`config.mk`:
```
export PLATFORM = sky130hd
export DESIGN_NAME = qsys_10g_avst_ready_latency_adapter
export DESIGN_NICKNAME = d
export VERILOG_FILES = /design/src/rtl/qsys_10g_avst_ready_latency_adapter.sv
export SDC_FILE = /design/constraint.sdc
export NUM_CORES = 1
export LEC_CHECK = 0
export CAP_MARGIN = 20
export CORE_AREA = 2 2 66 62
export CTS_CLUSTER_DIAMETER = 30
export CTS_CLUSTER_SIZE = 20
export DETAILED_ROUTE_END_ITERATION = 6
export DIE_AREA = 0 0 68 64
export PLACE_DENSITY = 0.71
export SYNTH_ARGS = -nofsm -noshare
export SYNTH_HDL_FRONTEND = slang
export SYNTH_SLANG_ARGS = --single-unit
```
`constraint.sdc`:
```
create_clock -name clk -period 1.7 [get_ports clk]
set_input_delay 0.34 -clock clk [delete_from_list [all_inputs] [get_ports clk]]
set_output_delay 0.34 -clock clk [all_outputs]
set_load 0.02 [all_outputs]
```
`src/rtl/qsys_10g_avst_ready_latency_adapter.sv`:
```
// Avalon-ST ready-latency adapter for the 10G packet generator/checker path.
// Takes a ready-latency-0 stream into a small register FIFO and presents it to
// a sink whose ready has OUT_READY_LATENCY cycles of latency. Also counts cycles
// where the sink had a slot open but the FIFO was empty.
module qsys_10g_avst_ready_latency_adapter #(
  parameter int DATA_W            = 2,
  parameter int DEPTH             = 4,
  parameter int OUT_READY_LATENCY = 0,
  parameter int CNT_W             = 16
) (
  input  logic                     clk,
  input  logic                     reset_n,
  output logic                     in_ready,
  input  logic                     in_valid,
  input  logic [DATA_W-1:0]        in_data,
  input  logic                     out_ready,
  output logic                     out_valid,
  output logic [DATA_W-1:0]        out_data,
  output logic [$clog2(DEPTH):0]   fill_level,
  output logic [CNT_W-1:0]         starve_cnt
);

  localparam int PTR_W = $clog2(DEPTH);
  localparam int LVL_W = PTR_W + 1;

  logic [DATA_W-1:0] mem [DEPTH];
  logic [PTR_W-1:0]  wr_ptr;
  logic [PTR_W-1:0]  rd_ptr;
  logic [LVL_W-1:0]  fill_next;
  logic              slot;
  logic              wr_en;
  logic              rd_en;

  generate
    if (OUT_READY_LATENCY == 0) begin : g_rl0
      // With zero latency the sink's ready is itself the transfer slot.
      assign slot = out_ready;
    end else begin : g_rln
      logic [OUT_READY_LATENCY-1:0] rdy_dly;

      // Delay out_ready so the slot lines up with the cycle the sink committed to.
      always_ff @(posedge clk) begin
        // NOTE: sequential state uses non-blocking assignments so every register
        // samples pre-edge values regardless of block evaluation order.
        if (!reset_n) begin
          rdy_dly <= '0;
        end else begin
          rdy_dly <= (rdy_dly << 1) | OUT_READY_LATENCY'(out_ready);
        end
      end

      assign slot = rdy_dly[OUT_READY_LATENCY-1];
    end
  endgenerate

  // A slot is only used when there is something buffered, so out_valid never
  // rises outside a slot the sink granted.
  assign wr_en     = in_valid & in_ready;
  assign out_valid = slot & (fill_level != '0);
  assign rd_en     = out_valid;
  assign out_data  = mem[rd_ptr];

  // Next occupancy: a simultaneous write and read leaves the level unchanged.
  always_comb begin
    // NOTE: default assigned first so every path drives fill_next and no latch is inferred.
    fill_next = fill_level;
    if (wr_en && !rd_en) begin
      fill_next = fill_level + LVL_W'(1);
    end else if (!wr_en && rd_en) begin
      fill_next = fill_level - LVL_W'(1);
    end
  end

  // Pointers, occupancy and registered in_ready (no combinational out_ready->in_ready path).
  always_ff @(posedge clk) begin
    if (!reset_n) begin
      wr_ptr     <= '0;
      rd_ptr     <= '0;
      fill_level <= '0;
      in_ready   <= 1'b0;
    end else begin
      if (wr_en) wr_ptr <= wr_ptr + PTR_W'(1);
      if (rd_en) rd_ptr <= rd_ptr + PTR_W'(1);
      fill_level <= fill_next;
      in_ready   <= (fill_next < LVL_W'(DEPTH));
    end
  end

  // Payload storage; the head entry drives out_data directly from registers.
  always_ff @(posedge clk) begin
    // NOTE: the storage array is deliberately not reset; resetting the pointers
    // and level is enough to make stale entries unreachable.
    if (reset_n && wr_en) begin
      mem[wr_ptr] <= in_data;
    end
  end

  // Saturating count of slots that went unused because the FIFO was empty.
  always_ff @(posedge clk) begin
    if (!reset_n) begin
      starve_cnt <= '0;
    end else if (slot && (fill_level == '0) && (starve_cnt != '1)) begin
      starve_cnt <= starve_cnt + CNT_W'(1);
    end
  end

endmodule

```
==> summary.md <==
| Metric | Value |
|---|---|
| CP Launch Type | `flip-flop` |
| Primary FF master, synth | `dfxtp_1` |
| Final ANT Viol Nets | `0` |
| Max clock buf depth | `2` |
| H-Tree Depth | `2` |
| EDFF count, synth | `8` |
| Reg2reg setup slack | `around 0.0026 ns` |
| Post-detailed-route wirelength per cell | `15.1 µm` |
| Syn Area/Cell | `9.74 µm²` |
| Sequential group share of total power | `0.387` |
| RSZ-0062 raised after global routing | `yes` |
| Largest net degree at the start of global routing | `12` |
| Total Power | `~2.3 mW` |
| Skew-Pair Late Insertion Delay | `0.29 ns` |
| Part of the power in combinational logic | `0.213` |
| WP data arrival | `roughly 1.9 ns` |
| Kind of critical path | `flip-flop to flip-flop` |
| Leakage | `about 1.1 nW` |
| Async SR Flop Fraction | `0` |
| Hold Fails Final Rpt | `0` |
| Final setup viols | `0` |
| Drt first-iter violations | `about 100` |
| Fmax | `just under 0.6 GHz` |
| Outcome | `completed` |
| RD Place Congestion | `roughly 0.77` |
| Synth Warn # | `0` |
| Post-Route WL | `~4300 µm` |
| Post-synthesis cell type count | `37` |
| Worst reg2reg startpoint | `starve_cnt[9]$_SDFFE_PN0P_` |
| Hold Buf Count CTS | `0` |
| Register area share after synthesis | `0.459` |
| Number of global-route vias before repair | `~1.5k` |
| Cells after DPL | `between 200 and 300` |
| Clock Power Share | `0.400` |
| Worst hold stages | `2` |
| Synthesized flop and latch total | `34` |
| Antenna violations before repair | `0` |
| Max Transition Viols Final | `0` |
| Vias per Instance | `around 5.6` |
| Top Ports | `29` |
| Worst setup EP type | `flip-flop` |
| Hold Path End | `wr_ptr[1]$_SDFFE_PN0P_` |
| Total GRT Usage | `0.206` |
| Hold_sp | `wr_ptr[1]$_SDFFE_PN0P_` |
| Clock Sinks | `34` |
| VDD IR max | `0.661 mV` |
| Antenna Cells | `0` |
| Largest fanout on the critical path | `6` |
| Nets | `about 250` |
| Congestion Overflow GR | `0` |
| CTS tree | `done` |
| Gate Count Post-Synth | `170` |
| Die Span X | `slightly below 70 µm` |
| Reg2Reg Capture Point | `starve_cnt[15]$_SDFFE_PN0P_` |
| Int Power | `between 1.5 and 2 mW` |
| Pwr/cell area | `just over 900 nW/µm²` |
| Crit share post-route | `0.998` |
| Tightest Hold Check Type | `flip-flop to flip-flop` |
| Net Count, Synth | `approximately 190` |
| Die height | `64 µm` |
| DR DRC count | `0` |
| Max_cap viols | `0` |
| WHS | `~0.52 ns` |
| R2R depth | `4` |
| Post-DP HPWL | `just over 3000 µm` |
| Cts bufs inserted | `5` |
| Worst Tran Pin Value | `roughly 0.47 ns` |
| Via count | `about 1.6k` |
| First-pass GRT wire length | `slightly below 7000 µm` |
| Finished Layout Cells | `~290` |
| Clk_skew | `~0.0025 ns` |
| Clock transition at path regs | `approximately 0.070 ns` |
| Root Driver | `clkbuf_8` |
| P_sw | `between 500 and 600 µW` |
| Multi-input gate area | `~940 µm²` |
| First drt pass iteration count | `4` |
| Seq. cell area | `between 700 and 800 µm²` |
| Filler cells | `260` |
| Tmin final | `approximately 1.7 ns` |
| Core Rows | `21` |
| Sw Share | `0.250` |
| Normalized max-slew margin | `0.685` |
| Initial Util | `0.457` |
| Total core area | `roughly 3600 µm²` |
| Worst Path Required | `between 1.5 and 2 ns` |
| Mapped Area | `around 1700 µm²` |
| Area Growth Syn to Fin | `53.4%` |
| Setup TNS | `0 ns` |
| Share of layout cells above drive strength 1 | `0.372` |
| IO buf count | `28` |
| Die ar. | `around 4400 µm²` |
## layout by cell type (no fill, tap or decap), drive strengths merged, types with 2 or more instances in the layout
| cell type | netlist | layout |
|---|---|---|
| a211oi | 3 | 3 |
| a21oi | 13 | 13 |
| a31oi | 2 | 2 |
| and3 | 5 | 5 |
| and3b | 2 | 2 |
| and4 | 3 | 3 |
| buf | 1 | 43 |
| bufinv | 0 | 2 |
| clkbuf | 6 | 6 |
| clkdlybuf4s50 | 0 | 11 |
| dfxtp | 26 | 26 |
| dlygate4sd2 | 0 | 10 |
| dlymetal6s2s | 0 | 4 |
| edfxtp | 8 | 8 |
| ha | 10 | 10 |
| inv | 12 | 12 |
| mux2i | 3 | 3 |
| mux4 | 2 | 2 |
| nand2 | 13 | 13 |
| nand2b | 3 | 3 |
| nand3 | 6 | 6 |
| nand4 | 4 | 4 |
| nor2 | 9 | 9 |
| nor3 | 6 | 6 |
| o21ai | 3 | 3 |
| o311ai | 2 | 2 |
| o31ai | 6 | 6 |
| o41ai | 2 | 2 |
| or3 | 2 | 2 |
| or4 | 7 | 7 |
| xnor2 | 2 | 2 |
| xor2 | 2 | 2 |
## cells by family after synthesis
logic type / after synthesis / synth area share
AO/OA/AOI/OAI: 35 / 0.140
XOR/XNOR: 4 / 0.0212
adder cells (fa/ha/maj): 10 / 0.0755
buffers and inverters: 19 / 0.0446
flip-flops: 34 / 0.459
multiplexers: 5 / 0.0453
AND/OR/NAND/NOR: 63 / 0.215
## how the worst max path moves through the flow
stage                                          start  cells after the start  slack, ns                          end
after floorplan           fill_level[0]$_SDFFE_PN0P_                      7      -0.09   starve_cnt[8]$_SDFFE_PN0P_
after global placement                     out_ready                      5      -0.29   starve_cnt[8]$_SDFFE_PN0P_
after global routing      fill_level[0]$_SDFFE_PN0P_                      7      -0.07  starve_cnt[10]$_SDFFE_PN0P_
final                     starve_cnt[9]$_SDFFE_PN0P_                      4      0.003  starve_cnt[15]$_SDFFE_PN0P_
after CTS                 fill_level[1]$_SDFFE_PN0P_                      6      -0.01   starve_cnt[8]$_SDFFE_PN0P_
after detailed placement                   out_ready                      5      -0.36   starve_cnt[8]$_SDFFE_PN0P_
## layer usage
metal | share of wire | track usage
met5 | 0 | 0
met4 | 0.012 | 0.0600
met3 | 0.055 | 0.0423
met2 | 0.51 | 0.358
met1 | 0.43 | 0.252
## synthesized netlist by cell type (2+ instances only)
master     n  share of area
mux4_2     2          0.027
xor2_1     2          0.011
nand2_1   13          0.029
o311ai_0   2          0.011
or3_1      2         0.0076
o41ai_1    2          0.011
edfxtp_1   8           0.15
mux2i_1    3          0.018
ha_1      10          0.076
a31oi_1    2         0.0076
and3_1     5          0.019
clkbuf_1   5          0.011
o21ai_0    3         0.0091
xnor2_1    2          0.011
nor3_1     6          0.018
o31ai_1    6          0.027
and3b_1    2          0.011
a21oi_1   13          0.039
a211oi_1   3          0.014
dfxtp_1   26           0.31
nor2_1     9          0.020
nand2b_1   3          0.011
or4_1      7          0.032
nand4_1    3          0.011
inv_1     12          0.027
nand3_1    6          0.018
and4_1     3          0.016
## power groups by stage
stage	clock [mW]	combinational, mW	sequential (mW)
2_1_floorplan	0	0.209	0.956
3_3_place_gp	0	0.429	0.922
3_5_place_dp	0	0.453	0.923
4_1_cts	0.952	0.470	0.908
5_1_grt	0.978	0.545	0.910
6_report	0.937	0.498	0.905
## registers in the layout (all words and copies together), names as in the netlist, named ones only
signal,count
starve_cnt,16
mem,8
fill_level,2
rd_ptr,2
wr_ptr,2
in_ready,1
## area by class of cell
type | count | share of cell area
sequential | 34 | 0.310
clock buffer | 6 | 0.0325
inverter | 12 | 0.0187
multi-input combinational | 117 | 0.371
timing repair buffer | 68 | 0.222
tap | 46 | 0.0226
clock inverter | 2 | 0.0236
## through the flow
stage / cell area, µm² / utilization / worst slack [ns]
after floorplan: 1720 / - / -0.0906
after global placement: 2260 / 0.624 / -0.290
after detailed placement: 2260 / 0.624 / -0.364
after CTS: 2460 / 0.678 / -0.0148
after global routing: 2540 / 0.701 / -0.0714
final: 2540 / 0.701 / 0.00255
## worst max-delay path, cell delays in order (launching register included)
cell	delay, ns
dfxtp_2	0.38
nand4_1	0.21
or3_4	0.41
or4_1	0.48
a21oi_1	0.15
## timing repair
| item | 4_1_cts | 5_1_grt |
|---|---|---|
| setup buffers | 3 | 3 |
| pin swaps | 7 | 8 |
| setup endpoints to repair | 20 | 15 |
| resized for setup | 37 | 12 |
(Power assumes the default switching activity.)
